## src/rtl/arm_decode_queue.sv

```systemverilog
// ARM decode queue: decodes each accepted instruction and buffers the decoded
// record in a DEPTH-entry FIFO with valid/ready handshakes on both sides.
module arm_decode_queue #(
    parameter int unsigned DEPTH = 4,
    parameter int unsigned PC_W  = 32
) (
    input  logic            clk,
    input  logic            reset,
    input  logic            flush,
    input  logic            in_valid,
    output logic            in_ready,
    input  logic [31:0]     instruction,
    input  logic [PC_W-1:0] in_pc,
    output logic            out_valid,
    input  logic            out_ready,
    output logic [2:0]      cls,
    output logic [3:0]      cond,
    output logic [3:0]      opcode,
    output logic            s_bit,
    output logic [3:0]      rd,
    output logic [3:0]      rn,
    output logic [3:0]      rm,
    output logic [3:0]      rs,
    output logic            use_rs,
    output logic [1:0]      shift,
    output logic [4:0]      shift_amount,
    output logic [31:0]     imm32,
    output logic            ls_p,
    output logic            ls_u,
    output logic            ls_b,
    output logic            ls_w,
    output logic            ls_l,
    output logic            link,
    output logic [PC_W-1:0] branch_offset,
    output logic [PC_W-1:0] pc,
    output logic            mem_read,
    output logic            mem_write
);
    localparam int unsigned AW = (DEPTH > 1) ? $clog2(DEPTH) : 1;
    localparam int unsigned CW = AW + 1;

    localparam logic [2:0] CLS_DP_REG = 3'd0;
    localparam logic [2:0] CLS_DP_IMM = 3'd1;
    localparam logic [2:0] CLS_LS_IMM = 3'd2;
    localparam logic [2:0] CLS_LS_REG = 3'd3;
    localparam logic [2:0] CLS_MUL    = 3'd4;
    localparam logic [2:0] CLS_BRANCH = 3'd5;
    localparam logic [2:0] CLS_UNDEF  = 3'd7;

    typedef struct packed {
        logic [2:0]      cls;
        logic [3:0]      cond;
        logic [3:0]      opcode;
        logic            s_bit;
        logic [3:0]      rd;
        logic [3:0]      rn;
        logic [3:0]      rm;
        logic [3:0]      rs;
        logic            use_rs;
        logic [1:0]      shift;
        logic [4:0]      shift_amount;
        logic [31:0]     imm32;
        logic            ls_p;
        logic            ls_u;
        logic            ls_b;
        logic            ls_w;
        logic            ls_l;
        logic            link;
        logic [PC_W-1:0] branch_offset;
        logic [PC_W-1:0] pc;
        logic            mem_read;
        logic            mem_write;
    } rec_t;

    rec_t              dec;
    rec_t              head;
    rec_t              mem [DEPTH];
    logic [AW-1:0]     wr_ptr;
    logic [AW-1:0]     rd_ptr;
    logic [CW-1:0]     count;
    logic              push;
    logic              pop;
    logic [31:0]       imm8_z;
    logic [4:0]        rot;
    logic [31:0]       imm_ror;
    logic signed [31:0] br_off32;
    logic              is_mul;

    // Combinational decode of the instruction presented by fetch
    always_comb begin
        dec      = '0;
        imm8_z   = 32'(instruction[7:0]);
        rot      = {instruction[11:8], 1'b0};
        imm_ror  = (imm8_z >> rot) | (imm8_z << (6'd32 - {1'b0, rot}));
        br_off32 = {{6{instruction[23]}}, instruction[23:0], 2'b00};
        is_mul   = (instruction[27:22] == 6'b000000) && (instruction[7:4] == 4'b1001);

        dec.cond = instruction[31:28];
        dec.pc   = in_pc;

        if (instruction[31:28] == 4'hF) begin
            dec.cls = CLS_UNDEF;
        end else if (is_mul) begin
            dec.cls   = CLS_MUL;
            dec.s_bit = instruction[20];
            dec.rd    = instruction[19:16];
            dec.rn    = instruction[15:12];
            dec.rs    = instruction[11:8];
            dec.rm    = instruction[3:0];
        end else begin
            case (instruction[27:25])
                3'b000: begin
                    dec.cls    = CLS_DP_REG;
                    dec.opcode = instruction[24:21];
                    dec.s_bit  = instruction[20];
                    dec.rn     = instruction[19:16];
                    dec.rd     = instruction[15:12];
                    dec.rm     = instruction[3:0];
                    dec.use_rs = instruction[4];
                    dec.shift  = instruction[6:5];
                    if (instruction[4]) begin
                        dec.rs = instruction[11:8];
                    end else begin
                        dec.shift_amount = instruction[11:7];
                    end
                end
                3'b001: begin
                    dec.cls    = CLS_DP_IMM;
                    dec.opcode = instruction[24:21];
                    dec.s_bit  = instruction[20];
                    dec.rn     = instruction[19:16];
                    dec.rd     = instruction[15:12];
                    dec.imm32  = imm_ror;
                end
                3'b010, 3'b011: begin
                    // Register-offset load/store with bit 4 set is not a valid LS form
                    if (instruction[25] && instruction[4]) begin
                        dec.cls = CLS_UNDEF;
                    end else begin
                        dec.cls       = instruction[25] ? CLS_LS_REG : CLS_LS_IMM;
                        dec.rn        = instruction[19:16];
                        dec.rd        = instruction[15:12];
                        dec.ls_p      = instruction[24];
                        dec.ls_u      = instruction[23];
                        dec.ls_b      = instruction[22];
                        dec.ls_w      = instruction[21];
                        dec.ls_l      = instruction[20];
                        dec.mem_read  = instruction[20];
                        dec.mem_write = ~instruction[20];
                        if (instruction[25]) begin
                            dec.rm           = instruction[3:0];
                            dec.shift        = instruction[6:5];
                            dec.shift_amount = instruction[11:7];
                        end else begin
                            dec.imm32 = 32'(instruction[11:0]);
                        end
                    end
                end
                3'b101: begin
                    dec.cls           = CLS_BRANCH;
                    dec.link          = instruction[24];
                    dec.branch_offset = PC_W'(br_off32);
                end
                default: dec.cls = CLS_UNDEF;
            endcase
        end
    end

    assign in_ready  = (count != CW'(DEPTH));
    assign out_valid = (count != '0);
    assign push      = in_valid & in_ready & ~flush;
    assign pop       = out_valid & out_ready;

    // Queue storage, pointers and occupancy; reset and flush dominate handshakes
    always_ff @(posedge clk) begin
        if (reset) begin
            wr_ptr <= '0;
            rd_ptr <= '0;
            count  <= '0;
            for (int unsigned i = 0; i < DEPTH; i++) begin
                mem[AW'(i)] <= '0;
            end
        end else if (flush) begin
            wr_ptr <= '0;
            rd_ptr <= '0;
            count  <= '0;
        end else begin
            if (push) begin
                mem[wr_ptr] <= dec;
                wr_ptr      <= wr_ptr + AW'(1);
            end
            if (pop) begin
                rd_ptr <= rd_ptr + AW'(1);
            end
            if (push && !pop) begin
                count <= count + CW'(1);
            end else if (!push && pop) begin
                count <= count - CW'(1);
            end
        end
    end

    // Head record, forced to zero while the queue is empty
    assign head = out_valid ? mem[rd_ptr] : '0;

    assign cls           = head.cls;
    assign cond          = head.cond;
    assign opcode        = head.opcode;
    assign s_bit         = head.s_bit;
    assign rd            = head.rd;
    assign rn            = head.rn;
    assign rm            = head.rm;
    assign rs            = head.rs;
    assign use_rs        = head.use_rs;
    assign shift         = head.shift;
    assign shift_amount  = head.shift_amount;
    assign imm32         = head.imm32;
    assign ls_p          = head.ls_p;
    assign ls_u          = head.ls_u;
    assign ls_b          = head.ls_b;
    assign ls_w          = head.ls_w;
    assign ls_l          = head.ls_l;
    assign link          = head.link;
    assign branch_offset = head.branch_offset;
    assign pc            = head.pc;
    assign mem_read      = head.mem_read;
    assign mem_write     = head.mem_write;

endmodule

```

## config.mk

```make
export PLATFORM = sky130hd
export DESIGN_NAME = arm_decode_queue
export DESIGN_NICKNAME = d
export VERILOG_FILES = /design/src/rtl/arm_decode_queue.sv
export SDC_FILE = /design/constraint.sdc
export NUM_CORES = 1
export LEC_CHECK = 0
export ABC_AREA = 0
export CORE_MARGIN = 2
export CORE_UTILIZATION = 35
export DETAILED_ROUTE_END_ITERATION = 16
export MAX_ROUTING_LAYER = met4
export SYNTH_ARGS = -nofsm -noshare
export SYNTH_HDL_FRONTEND = slang
export SYNTH_SLANG_ARGS = --single-unit
```

## constraint.sdc

```tcl
create_clock -name clk -period 3.3 [get_ports clk]
set_input_delay 0.66 -clock clk [delete_from_list [all_inputs] [get_ports clk]]
set_output_delay 0.66 -clock clk [all_outputs]
set_load 0.02 [all_outputs]
```

==> qor.yml, run 1 <==
status:
  status: "finished clean"
worst_setup_path:
  r2r-start: "count[0]"
  cp.arrival_ns: 2.55
  startpoint_type: "register"
  cpMaxStageDelayCell: "clkdlybuf4s50_1"
  reg2reg_depth: 5
  r2r_slack_ns: 0.40
  crit_type: "register to primary output"
  r2r-end: "mem[1][67]"
  required_ns: 2.64
  worstSetupEndpointType: "primary output"
  critPathMaxFanout: 74
  max_stage_delay_ns: 0.53
  crit_path_cell_trace: "buf_12 > mux4_2 > and2_1 > clkdlybuf4s50_1"
drt:
  ant_nets: 0
  num_vias: 15293
  wire_per_inst_um: 22.96
  vias_per_cell: 5.144
  drt-total-wl_um: 68250
  drc: 0
  first_pass_iters: 5
  drtIter0Drc: 1234
yosys:
  netlist_top_cells_area: "edfxtp_1 (65%), mux4_2 (12%), and2_1 (6.2%)"
  yosysMostFrequentCell: "edfxtp_1"
  synth_top_area_share: 0.6467
  syn_inst: 1730
  synth_cell_types: 62
  synth.largest_area_cell: "edfxtp_1"
  synth_seq_cells: 533
  async_reset_ff_frac: 0
  synth_ff_type: "edfxtp_1"
  synth-edff-count: 524
  syn_area_sq_mm: 0.02433
  syn_avg_cell_area_sq_um: 14.06
  seq_area_frac_synth: 0.6541
  synth_commonest_cells: "edfxtp_1 (524), nor2_1 (341), and2_1 (242)"
  ys.warnings.count: 0
placed_design:
  dp_hpwl_um: 42700
  gp_congestion: 0.8669
  portBuffers: 208
  dpl.cell_count: 2850
layout:
  multi_input_area_sq_mm: 0.007672
  finalNetCount: 2067
  area_growth_pct: 24.09
  final_layout_size_suffix_gt1_frac: 0.1890
  seq_area_sq_mm: 0.01593
  fillers: 6261
  antenna-diode-count: 0
  fin_cells: 2973
timing:
  worstMarginPinSlew_ns: 1.239
  period_share: 0.9734
  relSlewSlack: 0.1677
  finalSetupTns_ns: 0
  setup_viol: 0
  report.final.slew_viol_count: 0
  hold_viol: 0
  fmax_mhz: 311.3
  min_period_ns: 3.212
  fin_skew_ns: 0.02481
die:
  start_util: 0.3541
  fp-row-count: 96
  die_h_um: 267.7
  die-area_sq_mm: 0.07164
  ios: 211
  die_w_um: 267.7
  core_area_sq_mm: 0.06871
global_route:
  grt_max_degree: 75
  grt_first_pass_wirelength_um: 100700
  grt.total_usage: 0.1963
  gr-total-overflow: 0
  grt_pass1_vias: 15502
  antenna_found_initial: 2
power_and_ir_drop:
  powerDensity_mw_per_mm2: 527.4
  ir_worst_vdd_mv: 0.4001
  p_leak_nw: 11.46
cts:
  cts.hold.buffers_added: 0
  worst_skew_pair.late_latency_ns: 0.63
  cts_buffers: 56
  clock_sinks: 533
  htreeDepth: 2
  clock_path_buffers: 3
  cts_root_buf: "clkbuf_16"
  clk_pin_slew_ns: 0.06
  cts_tree: "yes"
worst_hold_path:
  hold_path.class: "register to register"
  min_from: "rd_ptr[1]"
  hold_depth: 2
  worstHoldEndpoint: "rd_ptr[1]"
flow_run:
  maxCapViolations: 0
-- critical path, delay by kind of cell (launching register included) --
kind | cells | cell delay, ns
multiplexers | 1 | 0.39
buffers and inverters | 2 | 0.92
AND/OR/NAND/NOR | 1 | 0.18
flip-flops | 1 | 0.37
-- placed cells by master, fill, tap and decap left out, types with 8 or more instances in the layout --
cell,synthesis,routed
a21oi_1,11,11
and2_1,242,242
and3_1,37,37
buf_12,0,22
buf_4,11,91
clkbuf_1,74,8
clkbuf_16,0,57
clkdlybuf4s50_1,0,85
clkinv_1,1,14
clkinv_2,0,10
dlygate4sd2_1,0,117
edfxtp_1,524,524
inv_1,61,61
mux2_2,8,8
mux4_2,133,133
nand2_1,83,83
nand3_1,11,11
nor2_1,341,339
nor3_1,32,31
-- cell type report --
type                            instances  share of cell area
Inverter                               62            0.007708
Clock buffer                           67             0.04878
Tap cell                              931             0.03858
Clock inverter                         38             0.01297
Multi-Input combinational cell       1011              0.2541
Sequential cell                       533              0.5275
Timing Repair Buffer                  331              0.1103
-- timing repair --
item                       4_1_cts  5_1_grt
setup endpoints to repair      138       21
cloned                           7        1
resized for setup              129        7
buffers inserted                 5        5
pin swaps                        1        0
-- registers in the layout, summed over array words and instances, names as in the netlist, named ones only --
name    cells
mem       524
count       3
rd_ptr      2
wr_ptr      2
-- logic make-up (layout without fill, tap and decap cells) --
| family | after synthesis | in the layout | share of synthesized area |
|---|---|---|---|
| xor+xnor | 8 | 8 | 0.002880 |
| mux | 145 | 145 | 0.1285 |
| compound gates | 56 | 56 | 0.01712 |
| simple gates | 795 | 797 | 0.1628 |
| buf+inv | 189 | 498 | 0.03260 |
| flops | 533 | 533 | 0.6541 |
| other cells | 1 | 2 | 0.0001541 |
| fa+ha+maj | 3 | 3 | 0.001851 |
-- per-stage QoR --
stage               setup slack (ns)  utilization  power [W]  hold WS (ns)  area [sq um]
floorplan                     0.1073            -   0.008818        0.4609         24340
global placement            -0.02847       0.4097   0.009668        0.4778         28150
detailed placement          -0.05395       0.4097   0.009703        0.5126         28150
CTS                         -0.02610       0.4383    0.01605        0.5374         30110
global route               -0.001042       0.4394    0.01641        0.5652         30190
finish                       0.08781       0.4394    0.01592        0.5333         30190
-- how the worst max path moves through the flow --
stage	endpoint	from	slack, ns
global placement	mem[0][83]	instruction[8]	-0.03
CTS	branch_offset[9]	register	-0.03
floorplan	mem[3][0]	count[0]	0.11
finish	ls_l	register	0.09
detailed placement	mem[0][83]	instruction[8]	-0.05
global route	imm32[2]	register	-0.001
-- report_power, final --
group	switching [W]	total [W]	leakage, nW	internal (W)
Clock	0.00268	0.00641	0.901	0.00373
Sequential	0.0000835	0.00779	5.50	0.00770
Combinational	0.00102	0.00172	5.05	0.000699
-- metal layers --
metal  track usage  wire [um]  vias up
li1              -          -     6795
met1        0.2583      28480     7836
met2        0.3211      33780      551
met3       0.02409       4174      111
met4       0.05722       1814        0
met5             -          0        -
(Power assumes the default switching activity.)
==> run 2, diff against run 1 <==
==> constraint.sdc (replaced) <==
create_clock -name clk -period 3.3 [get_ports clk]
set_input_delay 0.495 -clock clk [delete_from_list [all_inputs] [get_ports clk]]
set_output_delay 0.495 -clock clk [all_outputs]
set_load 0.02 [all_outputs]
==> run 2 against run 1 <==
Compared with the run above:
- sequential power barely moved
- via count shrank 1.3%
- sequential cell count is the same
- cell area shrank 1.3%
- final cell count is 1.4% lower
- clock power shrank 2%
- core utilization shrank 0.56 points
- first-iteration DRC count rose by 13%
- combinational power barely moved
- die area did not move
- total power fell by 1.1%
==> qor.yml, run 2 (same netlist as run 1, synthesis figures left out) <==
cts:
  cts.hold.buffers_added: 0  # unchanged
  cts_root_buf: "clkbuf_16"  # unchanged
  htreeDepth: 2  # unchanged
  clock_sinks: 533  # unchanged
  cts_buffers: 57  # was 56
  cts_tree: "yes"  # unchanged
  cts_setup_buffers: 0  # was 5
  worst_skew_pair.late_latency_ns: 0.61  # was 0.63 ns
  clk_pin_slew_ns: 0.06  # about the same
  clock_path_buffers: 3  # unchanged
die:
  start_util: 0.3541  # unchanged
  die-area_sq_mm: 0.07164  # unchanged
  die_w_um: 267.7  # unchanged
  ios: 211  # unchanged
  fp-row-count: 96  # unchanged
  die_h_um: 267.7  # unchanged
  core_area_sq_mm: 0.06871  # unchanged
timing:
  fmax_mhz: 308.5  # was 311.3 MHz
  fin_skew_ns: 0.02304  # was 0.02481 ns
  relSlewSlack: 0.1853  # was 0.1677
  hold_ws_ns: 0.5283  # was 0.5333 ns
  hold_viol: 0  # unchanged
  period_share: 0.9821  # was 0.9734
  rsz0062_at_grt: "yes"
  report.final.slew_viol_count: 0  # unchanged
  finalSetupTns_ns: 0  # unchanged
  setup_viol: 0  # unchanged
  worstMarginPinSlew_ns: 1.213  # was 1.239 ns
  min_period_ns: 3.241  # was 3.212 ns
worst_setup_path:
  required_ns: 2.80  # was 2.64 ns
  startpoint_type: "register"  # unchanged
  endpoint: "mem_write"  # was ls_l
  crit_path_cell_trace: "buf_4 > mux4_2 > and2_1 > clkdlybuf4s50_1"  # was buf_12 > mux4_2 > and2_1 > clkdlybuf4s50_1
  reg2reg_depth: 6  # was 5
  crit_type: "register to primary output"  # unchanged
  cpMaxStageDelayCell: "mux4_2"  # was clkdlybuf4s50_1
  critPathMaxFanout: 13  # was 74
  cp.arrival_ns: 2.75  # was 2.55 ns
  worstSetupEndpointType: "primary output"  # unchanged
  r2r-end: "mem[2][85]"  # was mem[1][67]
  r2r-start: "count[0]"  # unchanged
  max_stage_delay_ns: 0.59  # was 0.53 ns
  r2r_slack_ns: 0.69  # was 0.40 ns
placed_design:
  dp_hpwl_um: 42120  # was 42,700 um
  portBuffers: 208  # unchanged
  gp_congestion: 0.8371  # was 0.8669
flow_run:
  maxCapViolations: 0  # unchanged
drt:
  vias_per_cell: 5.146  # was 5.144
  num_vias: 15087  # was 15,293
  wire_per_inst_um: 22.60  # was 22.96 um
  drc: 0  # unchanged
  ant_nets: 0  # unchanged
  drtIter0Drc: 1392  # was 1,234
  first_pass_iters: 5  # unchanged
  drt-total-wl_um: 66280  # was 68,250 um
global_route:
  gr-total-overflow: 0  # unchanged
  grt_pass1_vias: 15462  # was 15,502
  grt_max_degree: 75  # unchanged
  grt_first_pass_wirelength_um: 98420  # was 100,700 um
  grt.total_usage: 0.1918  # was 0.1963
  antenna_found_initial: 2  # unchanged
layout:
  reg.largest.list: "mem: 524 flops, count: 3 flops"  # unchanged
  largest-register: "mem"  # unchanged
  largest_register_ffs: 524  # unchanged
  mostFrequentLayoutCells: "edfxtp_1 (524), nor2_1 (339), and2_1 (242)"  # unchanged
  finalNetCount: 2028  # was 2,067
  fin_util: 0.4338  # was 0.4394
  final_layout_size_suffix_gt1_frac: 0.1656  # was 0.1890
  layout_commonest_cell: "edfxtp_1"  # unchanged
  area_growth_pct: 22.51  # was 24.09%
power_and_ir_drop:
  power_w: 0.01575  # was 0.01592 W
  p_leak_nw: 11.13  # was 11.46 nW
  ir_worst_vdd_mv: 0.3480  # was 0.4001 mV
  powerDensity_mw_per_mm2: 528.5  # was 527.4 mW/mm^2
worst_hold_path:
  hold_path.class: "register to register"  # unchanged
status:
  status: "finished clean"  # unchanged
run 2: how the worst min path moves through the flow:
stage	startpoint	endpoint	depth (start not counted)
4_1_cts	count[2]	count[2]	2
2_1_floorplan	count[2]	count[2]	2
3_5_place_dp	rd_ptr[1]	register	2
5_1_grt	in_pc[21]	mem[0][23]	2
6_report	rd_ptr[1]	rd_ptr[1]	2
3_3_place_gp	count[2]	count[2]	2
run 2: area by class of cell:
type                    count  area (sq um)
well taps                 931          1165
diodes                      2         5.005
inverters                  62         232.7
clock buffers              74          1511
fillers                  6275         38900
multi-input cells        1009          7657
flip-flops and latches    533         15920
repair buffers            293          3027
clock inverters            28         286.5
run 2: per-layer routing:
layer,vias to the layer above,global-route usage,share of wire
li1,6699,-,-
met1,7754,0.2476,0.41
met2,543,0.3143,0.50
met3,91,0.03549,0.072
met4,0,0.04605,0.022
met5,-,-,0
run 2: critical path, delay by kind of cell (launching register included):
kind	cells	cell delay, ns
muxes	1	0.59
DFF	1	0.44
buffers and inverters	2	0.87
and+or+nand+nor	1	0.22
run 2: stage by stage:
stage	instance area [sq um]	worst slack, ns	instances
floorplan	24340	0.1073	1731
global placement	27940	0.08431	2828
detailed placement	27940	0.08218	2828
CTS	29730	-0.03382	2930
global route	29800	-0.06423	2931
finish	29810	0.05897	2932
run 2: timing repair:
| action | CTS | global route |
|---|---|---|
| endpoints found under the setup margin | 55 | 44 |
| cloned | 0 | 0 |
| resized for setup | 20 | 28 |
run 2: where the power goes:
part	switching (W)	internal, W	total (W)
Combinational	0.000995	0.000708	0.00170
Sequential	0.0000750	0.00771	0.00778
Clock	0.00260	0.00367	0.00627
==> run 3, diff against run 2 <==
--- a/config.mk
+++ b/config.mk
@@ -10,6 +10,7 @@
 export CORE_UTILIZATION = 35
 export DETAILED_ROUTE_END_ITERATION = 16
 export MAX_ROUTING_LAYER = met4
+export REMOVE_ABC_BUFFERS = 1
 export SYNTH_ARGS = -nofsm -noshare
 export SYNTH_HDL_FRONTEND = slang
 export SYNTH_SLANG_ARGS = --single-unit
==> run 3 against run 2 <==
Compared with the run above:
- clock-buffer cell count is 8 lower
- worst setup slack improved by 0.017 ns
- first-iteration DRC count is 6.4% lower
- register-to-register slack got worse by 0.13 ns
- die area stayed put
- clock power is 3.2% lower
- largest power group unchanged
- highest routed layer unchanged
==> qor.yml, run 3 (same netlist as run 1, synthesis figures left out) <==
layout:
  fin_cells: 2920  # was 2,932
  final_layout_size_suffix_gt1_frac: 0.1649  # was 0.1656
  largest-register: "mem"  # unchanged
  mostFrequentLayoutCells: "edfxtp_1 (524), nor2_1 (337), and2_1 (242)"  # was edfxtp_1 (524), nor2_1 (339), and2_1 (242)
  fin_util: 0.4330  # was 0.4338
  largest_register_ffs: 524  # unchanged
  area_growth_pct: 22.28  # was 22.51%
  reg.largest.list: "mem: 524 flops, count: 3 flops"  # unchanged
  finalNetCount: 2023  # was 2,028
  layout_commonest_cell: "edfxtp_1"  # unchanged
  antenna-diode-count: 0  # was 2
  fillers: 6338  # was 6,275
timing:
  min_period_ns: 3.224  # was 3.241 ns
  hold_ws_ns: 0.5500  # was 0.5283 ns
  report.final.slew_viol_count: 0  # unchanged
  finalSetupTns_ns: 0  # unchanged
  worstMarginPinSlew_ns: 1.145  # was 1.213 ns
  fmax_mhz: 310.2  # was 308.5 MHz
  relSlewSlack: 0.2305  # was 0.1853
  fin_skew_ns: 0.04690  # was 0.02304 ns
  fin_ws_ns: 0.07608  # was 0.05897 ns
  rsz0062_at_grt: "yes"  # unchanged
  hold_viol: 0  # unchanged
  period_share: 0.9769  # was 0.9821
  setup_viol: 0  # unchanged
worst_hold_path:
  hold_depth: 2  # unchanged
  worstHoldEndpoint: "count[2]"  # was rd_ptr[1]
  hold_path.class: "register to register"  # unchanged
  min_from: "count[2]"  # was rd_ptr[1]
placed_design:
  dp_hpwl_um: 40470  # was 42,120 um
  dp_slack_ns: -0.1098  # was 0.08218 ns
  gp_congestion: 0.8057  # was 0.8371
  dpl.cell_count: 2824  # was 2,828
  portBuffers: 208  # unchanged
drt:
  drtIter0Drc: 1303  # was 1,392
  wl_met3_um: 4319  # was 4770 um
  top_layer: "met4"  # unchanged
  drc: 0  # unchanged
  wire_per_inst_um: 22.28  # was 22.60 um
  met1_length_um: 27220  # was 26,980 um
  drt-total-wl_um: 65070  # was 66,280 um
  num_vias: 14898  # was 15,087
  ant_nets: 0  # unchanged
  routed-wl-met2_um: 32450  # was 33,070 um
  first_pass_iters: 5  # unchanged
  vias_per_cell: 5.102  # was 5.146
power_and_ir_drop:
  powerDensity_mw_per_mm2: 522.9  # was 528.5 mW/mm^2
  ir_worst_vdd_mv: 0.3576  # was 0.3480 mV
  p_leak_nw: 10.67  # was 11.13 nW
global_route:
  grt_max_degree: 69  # was 75
  grt_pass1_vias: 15392  # was 15,462
  antenna_found_initial: 2  # unchanged
  grt.total_usage: 0.1886  # was 0.1918
  gr-total-overflow: 0  # unchanged
  grt_first_pass_wirelength_um: 96740  # was 98,420 um
status:
  status: "finished clean"  # unchanged
cts:
  cts_root_buf: "clkbuf_16"  # unchanged
  htreeDepth: 2  # unchanged
  cts_buffers: 55  # was 57
  worst_skew_pair.late_latency_ns: 0.64  # was 0.61 ns
  clk_pin_slew_ns: 0.06  # about the same
  cts_tree: "yes"  # unchanged
  clock_sinks: 533  # unchanged
  clock_path_buffers: 3  # unchanged
die:
  die_w_um: 267.7  # unchanged
  ios: 211  # unchanged
  core_area_sq_mm: 0.06871  # unchanged
  fp-row-count: 96  # unchanged
  start_util: 0.3541  # unchanged
  die-area_sq_mm: 0.07164  # unchanged
  die_h_um: 267.7  # unchanged
worst_setup_path:
  worstSetupEndpointType: "primary output"  # unchanged
  r2r_slack_ns: 0.56  # was 0.69 ns
  crit_type: "register to primary output"  # unchanged
  reg2reg_depth: 5  # was 6
  r2r-end: "mem[1][67]"  # was mem[2][85]
  startpoint_type: "register"  # unchanged
  required_ns: 2.80  # about the same
  critPathMaxFanout: 34  # was 13
  r2r-start: "count[0]"  # unchanged
  cp.arrival_ns: 2.73  # was 2.75 ns
flow_run:
  maxCapViolations: 0  # unchanged
run 3: worst max-delay path, stage by stage (launching register included):
cell	delay, ns
dfxtp_4	0.49
buf_16	0.31
mux4_2	0.55
and2_1	0.22
clkdlybuf4s50_1	0.55
run 3: where the power goes:
group / switching [W] / internal (W)
Sequential: 0.0000762 / 0.00771
Combinational: 0.000982 / 0.000720
Clock: 0.00260 / 0.00347
run 3: worst max path at each step:
stage	cells past startpoint	startpoint	end	slack, ns
finish	4	register	branch_offset[24]	0.08
detailed placement	6	instruction[28]	mem[2][67]	-0.11
CTS	4	register	branch_offset[14]	0.03
floorplan	2	register	branch_offset[25]	-4.23
global placement	6	instruction[28]	mem[0][67]	0.07
global route	4	register	ls_b	-0.01
run 3: layer usage:
metal / vias up / GRT usage
met5: - / -
met4: 0 / 0.04137
met3: 78 / 0.03181
met2: 504 / 0.3121
met1: 7623 / 0.2447
li1: 6693 / -
run 3: final cells by class:
type                            instances  area (sq um)  share of cell area
Sequential cell                       533         15920              0.5352
Tap cell                              931          1165             0.03915
Clock buffer                           66          1439             0.04836
Inverter                               62         232.7            0.007822
Multi-Input combinational cell       1009          7667              0.2577
Clock inverter                         29         287.8            0.009673
Timing Repair Buffer                  290          3037              0.1021
run 3: what timing repair did:
item                                    CTS  global route
endpoints found under the setup margin   75            11
buffers inserted                          1             0
hold endpoints to repair                  0             0
resized for setup                         1            10
hold buffers                              0             0
run 3: through the flow:
stage | total power [W] | instance area (sq um)
finish | 0.01556 | 29750
global route | 0.01608 | 29750
CTS | 0.01573 | 29720
detailed placement | 0.009660 | 27980
global placement | 0.009630 | 27980
floorplan | 0.008781 | 23770
==> patch: new RTL, config.mk and constraints of run 3 <==
The parameter `PC_W` goes from 32 to 48.
--- a/src/rtl/arm_decode_queue.sv
+++ b/src/rtl/arm_decode_queue.sv
@@ -3,5 +3,5 @@
 module arm_decode_queue #(
     parameter int unsigned DEPTH = 4,
-    parameter int unsigned PC_W  = 32
+    parameter int unsigned PC_W  = 48
 ) (
     input  logic            clk,
Interface: changed (resized branch_offset, in_pc and pc); port bits go from 211 to 259. The function was not compared with the original's and may differ.
==> patch against run 3 <==
Wire length grew 20%; register-to-register slack barely moved; combinational power increased by 20%; final area increased by 15%; largest power group unchanged; sequential share of layout area down 1.2 points; hold slack improved by 0.0061 ns; sequential power up 12%; count of clock-buffer cells in the layout grew 20; critical endpoint is now imm32[2]; worst setup slack gained 0.0097 ns; power up 17%; area after synthesis is 14% higher; synthesized cell count up 11%; sequential cell count increased by 64.
==> patch: results (changes against run 3) <==
<table>
<tr><th>Metric</th><th>Value</th></tr>
<tr><th colspan="2">Finish</th></tr>
<tr><td>Share of post-route cells with drive strength above 1</td><td>17.5% (+0.98 points)</td></tr>
<tr><td>Final nets</td><td>2,245 (+11%)</td></tr>
<tr><td>Non-filler cells in the finished layout</td><td>3,256 (+12%)</td></tr>
<tr><td>Final design utilization</td><td>43.4% (+0.11 points)</td></tr>
<tr><td>Fill cells</td><td>7,071 (+12%)</td></tr>
<tr><th colspan="2">Global routing</th></tr>
<tr><td>Met3 Usage GRT</td><td>4.07% (+0.89 points)</td></tr>
<tr><td>Met1 Usage GRT</td><td>25.6% (+1.1 points)</td></tr>
<tr><td>Pin count of the biggest net entering global routing</td><td>157 (+130%)</td></tr>
<tr><td>Total global routing track utilization</td><td>19.7% (+0.80 points)</td></tr>
<tr><td>Number of antenna violations at the first check in global routing</td><td>4 (+2)</td></tr>
<tr><td>Wire length of the first global-routing pass</td><td>117,000 um (+21%)</td></tr>
<tr><th colspan="2">Clock network</th></tr>
<tr><td>Number of H-tree levels</td><td>3 (+1)</td></tr>
<tr><td>Skew-Pair Late Insertion Delay</td><td>0.61 ns (-0.03 ns)</td></tr>
<tr><td>Number of buffers created by CTS</td><td>70 (+27%)</td></tr>
<tr><th colspan="2">Synth</th></tr>
<tr><td>Leading post-synthesis cells by cell area</td><td>edfxtp_1 (64%), mux4_2 (12%), and3_1 (7.2%)</td></tr>
<tr><td>Number of enable-type register cells in the synthesized netlist</td><td>588 (+12%)</td></tr>
<tr><td>Top cells by instance count after synthesis</td><td>edfxtp_1 (588), and3_1 (317), nor2_1 (231)</td></tr>
<tr><th colspan="2">Placement</th></tr>
<tr><td>Final HPWL DP</td><td>46,600 um (+15%)</td></tr>
<tr><td>Dpl cells</td><td>3,127 (+11%)</td></tr>
<tr><td>Final weighted congestion of routability-driven global placement</td><td>0.927 (+15%)</td></tr>
<tr><td>Post-placement cell area</td><td>31,700 sq um (+13%)</td></tr>
<tr><th colspan="2">Worst setup path</th></tr>
<tr><td>Number of cells on the worst reg-to-reg path</td><td>6 (+1)</td></tr>
<tr><td>Arr. time, crit path</td><td>2.72 ns (about the same)</td></tr>
<tr><th colspan="2">STA</th></tr>
<tr><td>Worst-case hold slack</td><td>0.556 ns (+0.00609 ns)</td></tr>
<tr><td>Normalized max-slew margin</td><td>49.3% (+26 points)</td></tr>
<tr><th colspan="2">Worst hold path</th></tr>
<tr><td>Launch instance of the worst min-delay path</td><td>rd_ptr[0]$_SDFFE_PP0P_</td></tr>
<tr><th colspan="2">Drt</th></tr>
<tr><td>Drt initial violations</td><td>1,513 (+16%)</td></tr>
<tr><td>Vias per inst</td><td>5.36 (+5.1%)</td></tr>
<tr><th colspan="2">Power</th></tr>
<tr><td>Leakage power of the design</td><td>13.9 nW (+30%)</td></tr>
<tr><th colspan="2">Status</th></tr>
<tr><td>Status</td><td>finished clean</td></tr>
</table>
patch: cell type report:
cell class / instances / share of cell area, %
inverters: 25 / 0.275
clock buffers: 86 / 5.50
well taps: 1050 / 3.85
diodes: 2 / 0.0147
clock inverters: 33 / 0.869
flip-flops and latches: 597 / 52.3
repair buffers: 358 / 11.1
multi-input cells: 1105 / 26.1
patch: timing repair:
action,in CTS,in global routing
gates cloned,4,0
pin swaps,1,0
hold endpoints to repair,0,0
gates resized for setup,42,48
setup buffers,4,0
endpoints found under the setup margin,127,71
hold buffers,0,0
patch: power by group:
group          internal (W)  switching, W  total, W
clock network       0.00435       0.00307   0.00743
registers           0.00864     0.0000878   0.00873
logic              0.000828       0.00121   0.00204
patch: worst max-delay path by stage:
stage / startpoint / to / slack, ns / cells after the start
5_1_grt: flop / branch_offset[36] / -0.006 / 5
3_3_place_gp: instruction[8] / mem[0][106]$_SDFFCE_PN0P_ / 0.23 / 8
6_report: flop / imm32[2] / 0.09 / 4
4_1_cts: flop / pc[39] / 0.003 / 4
3_5_place_dp: instruction[9] / mem[1][113]$_SDFFCE_PN0P_ / 0.16 / 8
2_1_floorplan: flop / branch_offset[25] / -7.00 / 2
patch: kinds of logic (layout without fill, tap and decap cells):
group | Yosys count | count (layout) | share of synthesized area (%)
fa+ha+maj | 3 | 3 | 0.163
compound gates | 58 | 58 | 1.55
mux | 161 | 161 | 12.6
flops | 597 | 597 | 64.5
xor+xnor | 8 | 8 | 0.281
simple gates | 871 | 873 | 17.3
other cells | 1 | 4 | 0.0136
buf+inv | 218 | 502 | 3.58
patch: worst reg2reg max path, stage by stage, from the launching register on:
cell and delay [ns]:
dfxtp_1 0.60, or3b_2 0.60, buf_4 0.29, nand2_1 0.32, nor3_1 0.17, a22oi_1 0.40, nor2_1 0.09
